<file path="config.mk">
export PLATFORM = sky130hd
export DESIGN_NAME = uart_oversampled_rx
export DESIGN_NICKNAME = d
export VERILOG_FILES = /design/src/rtl/uart_oversampled_rx.sv
export SDC_FILE = /design/constraint.sdc
export NUM_CORES = 1
export LEC_CHECK = 0
export BUFFER_PORTS_ARGS = -buffer_cell sky130_fd_sc_hd__buf_4
export CORE_UTILIZATION = 30
export DETAILED_ROUTE_END_ITERATION = 10
export GPL_ROUTABILITY_DRIVEN = 0
export SETUP_SLACK_MARGIN = 0.4
export SYNTH_ARGS = -nofsm -noshare
export SYNTH_HDL_FRONTEND = slang
export SYNTH_SLANG_ARGS = --single-unit
</file>
<file path="constraint.sdc">
create_clock -name clk -period 1.98 [get_ports clk]
set_input_delay 0.396 -clock clk [delete_from_list [all_inputs] [get_ports clk]]
set_output_delay 0.396 -clock clk [all_outputs]
set_load 0.02 [all_outputs]
</file>
<file path="src/rtl/uart_oversampled_rx.sv">
// uart_oversampled_rx
// UART receiver for 8N1-style frames (start 0, DATA_WIDTH bits LSB first, one stop 1).
// The line is sampled at 16x the bit rate. Each bit is a majority vote of samples 7, 8 and 9.
// A received byte goes into a one-entry holding register.
// Handshake: a byte is consumed at a rising clk edge where rx_valid and rx_accept are both 1.
// byteFromRx stays stable while rx_valid is 1. rx_accept is ignored while rx_valid is 0.
// framing_error and overrun are one-cycle pulses.
// o_dbg_state exposes the FSM state encoding for checkers.

module uart_oversampled_rx #(
   parameter int DATA_WIDTH = 8,
   parameter int BAUD_RATE  = 19200,
   parameter int CLK_FREQ   = 50_000_000,
   parameter int OVERSAMPLE = 16
) (
   input  logic                  clk,
   input  logic                  rstN,
   input  logic                  rx,
   output logic [DATA_WIDTH-1:0] byteFromRx,
   output logic                  rx_valid,
   input  logic                  rx_accept,
   output logic                  rx_busy,
   output logic                  framing_error,
   output logic                  overrun,
   output logic [2:0]            o_dbg_state
);

   // Clocks per sample tick, truncated (162 at 50 MHz / 19200 baud)
   localparam int DIV   = CLK_FREQ / (BAUD_RATE * OVERSAMPLE);
   localparam int CNT_W = (DIV > 1) ? $clog2(DIV) : 1;
   localparam int S_W   = $clog2(OVERSAMPLE);
   localparam int IDX_W = (DATA_WIDTH > 1) ? $clog2(DATA_WIDTH) : 1;

   localparam logic [2:0] ST_IDLE      = 3'd0;
   localparam logic [2:0] ST_START     = 3'd1;
   localparam logic [2:0] ST_DATA      = 3'd2;
   localparam logic [2:0] ST_STOP      = 3'd3;
   localparam logic [2:0] ST_WAIT_HIGH = 3'd4;

   logic                  r_sync1;
   logic                  r_sync2;
   logic                  r_rx_prev;
   logic [2:0]            r_state;
   logic [CNT_W-1:0]      r_tick_cnt;
   logic [S_W-1:0]        r_s;
   logic [IDX_W-1:0]      r_bit_idx;
   logic                  r_samp7;
   logic                  r_samp8;
   logic [DATA_WIDTH-1:0] r_shift;
   logic                  r_deliver;
   logic                  r_framing_error;
   logic [DATA_WIDTH-1:0] r_byte;
   logic                  r_valid;
   logic                  r_overrun;

   logic                  w_rx_s;
   logic                  w_tick;
   logic [S_W-1:0]        w_s_next;
   logic                  w_fall;
   logic                  w_decide;
   logic                  w_wrap;
   logic                  w_maj;

   assign w_rx_s   = r_sync2;
   assign w_tick   = (r_state != ST_IDLE) && (r_tick_cnt == CNT_W'(DIV - 1));
   assign w_s_next = r_s + 1'b1;
   assign w_fall   = r_rx_prev & ~w_rx_s;
   // Sample points are named by the index s reaches on that tick. Index 9 lands one tick past mid-bit.
   assign w_decide = w_tick && (w_s_next == S_W'(9));
   assign w_wrap   = w_tick && (r_s == S_W'(OVERSAMPLE - 1));
   // Third vote is the live synchronized line on the deciding tick
   assign w_maj    = (r_samp7 & r_samp8) | (r_samp7 & w_rx_s) | (r_samp8 & w_rx_s);

   // Two-flop synchronizer plus one delayed copy for falling-edge detection; idles high
   always_ff @(posedge clk or negedge rstN) begin
      if (!rstN) begin
         r_sync1   <= 1'b1;
         r_sync2   <= 1'b1;
         r_rx_prev <= 1'b1;
      end else begin
         r_sync1   <= rx;
         r_sync2   <= r_sync1;
         r_rx_prev <= r_sync2;
      end
   end

   // Receive FSM with tick divider, sample index, voting samples and shift register
   always_ff @(posedge clk or negedge rstN) begin
      if (!rstN) begin
         r_state         <= ST_IDLE;
         r_tick_cnt      <= '0;
         r_s             <= '0;
         r_bit_idx       <= '0;
         r_samp7         <= 1'b0;
         r_samp8         <= 1'b0;
         r_shift         <= '0;
         r_deliver       <= 1'b0;
         r_framing_error <= 1'b0;
      end else begin
         r_deliver       <= 1'b0;
         r_framing_error <= 1'b0;

         // Divider is held at zero in IDLE, so ticks line up with the start edge
         if (r_state == ST_IDLE || w_tick) begin
            r_tick_cnt <= '0;
         end else begin
            r_tick_cnt <= r_tick_cnt + 1'b1;
         end

         if (w_tick) begin
            r_s <= w_s_next;
            if (w_s_next == S_W'(7)) r_samp7 <= w_rx_s;
            if (w_s_next == S_W'(8)) r_samp8 <= w_rx_s;
         end

         case (r_state)
            ST_IDLE: begin
               if (w_fall) begin
                  r_state <= ST_START;
                  r_s     <= '0;
               end
            end
            ST_START: begin
               if (w_decide && w_maj) begin
                  // Glitch on an idle line: not a real start bit
                  r_state <= ST_IDLE;
               end else if (w_wrap) begin
                  r_state   <= ST_DATA;
                  r_bit_idx <= '0;
               end
            end
            ST_DATA: begin
               if (w_decide) r_shift[r_bit_idx] <= w_maj;
               if (w_wrap) begin
                  if (r_bit_idx == IDX_W'(DATA_WIDTH - 1)) begin
                     r_state <= ST_STOP;
                  end else begin
                     r_bit_idx <= r_bit_idx + 1'b1;
                  end
               end
            end
            ST_STOP: begin
               // Leave right at mid-stop so a back-to-back start edge is seen
               if (w_decide) begin
                  if (w_maj) begin
                     r_deliver <= 1'b1;
                     r_state   <= ST_IDLE;
                  end else begin
                     r_framing_error <= 1'b1;
                     r_state         <= ST_WAIT_HIGH;
                  end
               end
            end
            ST_WAIT_HIGH: begin
               // A held-low line (break) parks here until it returns high
               if (w_rx_s) r_state <= ST_IDLE;
            end
            default: r_state <= ST_IDLE;
         endcase
      end
   end

   // Holding register: a delivery takes priority, a full register without accept drops the new byte
   always_ff @(posedge clk or negedge rstN) begin
      if (!rstN) begin
         r_byte    <= '0;
         r_valid   <= 1'b0;
         r_overrun <= 1'b0;
      end else begin
         r_overrun <= 1'b0;
         if (r_deliver) begin
            if (!r_valid || rx_accept) begin
               r_byte  <= r_shift;
               r_valid <= 1'b1;
            end else begin
               r_overrun <= 1'b1;
            end
         end else if (r_valid && rx_accept) begin
            r_valid <= 1'b0;
         end
      end
   end

   assign byteFromRx    = r_byte;
   assign rx_valid      = r_valid;
   assign rx_busy       = (r_state != ST_IDLE);
   assign framing_error = r_framing_error;
   assign overrun       = r_overrun;
   assign o_dbg_state   = r_state;

endmodule

</file>
==> metrics.txt <==
Synth cell types=48; gr usage total=about 13%; largest cells by area after synthesis=dfrtp_1 49%, mux2_2 7.1%, ha_1 4.9%, dfstp_2 3.8%, nor2_1 3.1%; Final Cycle Share=~88%; status=finished with violations; Post-DRT Antenna Nets=0; r2r worst-path depth=5; Cell Area, Placed=between 2000 and 2500 um2; IO Pins=19; Yosys reg bits=43; number of enable flip-flop cells after synthesis=0; Die Ht=about 85 um; RSZ-0062 raised after global routing=yes; count leader, synth=dfrtp_1; dpl ws=0.1213 ns; Internal=roughly 1600 uW; clock share of power=38.2%; hold_buf cts=0; skew final=approximately 0.011 ns; crit-path cells=or3_4 > and4_4 > buf_6 > and3_4 > mux2_4; TritonCTS Buffers=5; TritonCTS Sinks=43; Multi-input gate area=approximately 1100 um2; vias in the first global route=about 1500; die area=7209 um2; Levels on crit path=5; maximum vdd ir drop=approximately 440 uV; CP max stage cell=dfrtp_2; Mapped Area=a little over 2000 um2; fmax=around 570 MHz; NetSw=between 500 and 600 uW; WP buf/inv=1; DRT iter0 DRCs=between 70 and 80; Clock Root Buffer=clkbuf_8; gr ovfl total=0; worst endpoint required time=2.17 ns; post-DP HPWL=roughly 2700 um; Synth top area share=a little under 50%; DR vias=approximately 1600; post-synthesis net count=197; Wirelength per Cell=~15 um; Rows=29; htree depth=2; post-route cell area=2873 um2; CTS tree=yes; initial antenna violation count=0; CP Launch Type=flop; arrival time worst endpoint=1.93 ns; drt drc=6; Slew @ Worst Pin=0.5435 ns; Layout Nets=250; sw frac=about a quarter; DIE WIDTH=84.91 um; slowest stage delay, CP=0.44 ns; sequential-to-total area share from yosys stat=~52%; Filler cells=599; largest net degree at the start of global routing=44; initial core utilization=31.75%; Yosys top cell by area=dfrtp_1; CP Class=flop to flop; Gate Count Post-Synth=about 190; PortBufs=18; final wirelength=roughly 4600 um; Storage cell area=approximately 1100 um2; clk slew on worst S/H paths=around 0.090 ns; Placeable Area=about 6500 um2; pwr/cell area=around 740 nW/um2; Seq pwr share=between 40% and 50%; worst-case clock buffer depth=2; Avg Synthesized Cell Area=11.15 um2; first-pass GRT wire length=7555 um; failing checks=design-rule violations; DRT Pass-1 Iters=7; Post-synth ARST share=100.0%; final setup fails=0; critical path's top delay family=simple AND/OR/NAND/NOR gates; Synth Flop Type=dfrtp_1; Inserted Diodes=0; hold crit path type=primary input to asynchronous set/reset pin; final period demand of the worst path=about 1.7 ns; leakage=around 0.0013 uW; combinational share of power=14.0%; fin worst setup slack=around 0.24 ns; TNS Setup=0 ns; Final Hold Viols=0; Slew Viols, Final=0; Worst setup EP type=flop; max_slew headroom=about 64%; Ys Warns=0; vias per cell=just under 5; Max FO, Critical Path=5; Max Cap Viol=0; share of cells above drive strength 1=approximately 50%; Clock Latency Late Sink=approximately 0.30 ns; Post-synth top cells=40 x dfrtp_1, 17 x nor2_1, 13 x mux2_2; P&R area growth vs syn=39.32%
==> per-layer routing <==
metal	up-vias	wire, um	global-route usage, %
li1	771	-	-
met1	764	2138	17.20
met2	26	2253	22.10
met3	5	148	3.307
met4	0	51	4.931
met5	-	0	0
==> per-stage QoR <==
stage | hold slack [ns] | power (uW) | utilization, % | std cells
floorplan | 0.1004 | 1177 | - | 185
global placement | 0.3470 | 1236 | 35.91 | 280
detailed placement | 0.3468 | 1243 | 35.91 | 280
CTS | 0.09943 | 2097 | 41.73 | 306
global route | 0.1212 | 2238 | 44.23 | 316
finish | 0.06789 | 2131 | 44.23 | 316
==> placed cells by master (no fill, tap or decap), types with 3 or more instances in the layout <==
cell and instances:
nand3_1 9, buf_6 9, clkbuf_8 5, xnor2_1 3
dfrtp_1 36, nor3_2 4, o31ai_1 3, buf_4 42
and4_4 3, inv_1 3, dfrtp_2 4, nand4_1 4
and3_1 3, ha_1 5, mux2_2 12, nor2_1 15
o21ai_1 5, dfstp_2 3, xor2_1 5, nand2_1 11
==> path summary, 6_finish.rpt <==
path / slack (ns) / start / end
setup / recovery: 0.24 / o_dbg_state[0] / r_bit_idx[0]
hold / removal: 0.07 / rstN / byteFromRx[2]
setup reg to reg: 0.24 / o_dbg_state[0] / r_bit_idx[0]
hold reg to reg: 0.36 / r_sync1 / r_sync2
max in group asynchronous: 1.50 / rstN / r_s[0]
min in group clk: 0.21 / rx / r_sync1
==> sequential cells by signal (all words and copies together), names as in the netlist <==
signal	flops
byteFromRx	8
r_shift	8
r_tick_cnt	8
r_s	4
o_dbg_state	3
r_bit_idx	3
framing_error	1
overrun	1
r_deliver	1
r_rx_prev	1
r_samp7	1
r_samp8	1
r_sync1	1
r_sync2	1
rx_valid	1
==> power by group through the flow <==
| stage | logic (uW) | registers, uW | clock network [uW] |
|---|---|---|---|
| 2_1_floorplan | 152 | 1020 | 0 |
| 6_report | 298 | 1020 | 815 |
| 3_3_place_gp | 195 | 1040 | 0 |
| 5_1_grt | 337 | 1030 | 871 |
| 4_1_cts | 250 | 1020 | 826 |
| 3_5_place_dp | 200 | 1040 | 0 |
==> what timing repair did <==
| item | CTS | global route |
|---|---|---|
| setup buffers | 17 | 10 |
| gates cloned | 1 | 0 |
| pin swaps | 8 | 17 |
| endpoints found under the hold margin | 0 | 0 |
| gates resized for setup | 25 | 25 |
| setup endpoints to repair | 21 | 24 |
==> cell families after synthesis <==
logic type | share of synthesized area [%]
AOI/OAI and AO/OA | 9.224
xor gates and xnor gates | 3.398
adders and majority gates | 4.855
buffers and inverters | 2.244
DFF | 52.37
muxes | 8.313
and+or+nand+nor | 19.60
==> cell type report <==
cell class / count / share of cell area [%]
Clock buffer: 6 / 2.526
Multi-Input combinational cell: 133 / 39.24
Clock inverter: 2 / 2.091
Tap cell: 77 / 3.354
Timing Repair Buffer: 51 / 14.50
Sequential cell: 43 / 37.76
Inverter: 4 / 0.5226
(Power assumes the default switching activity.)
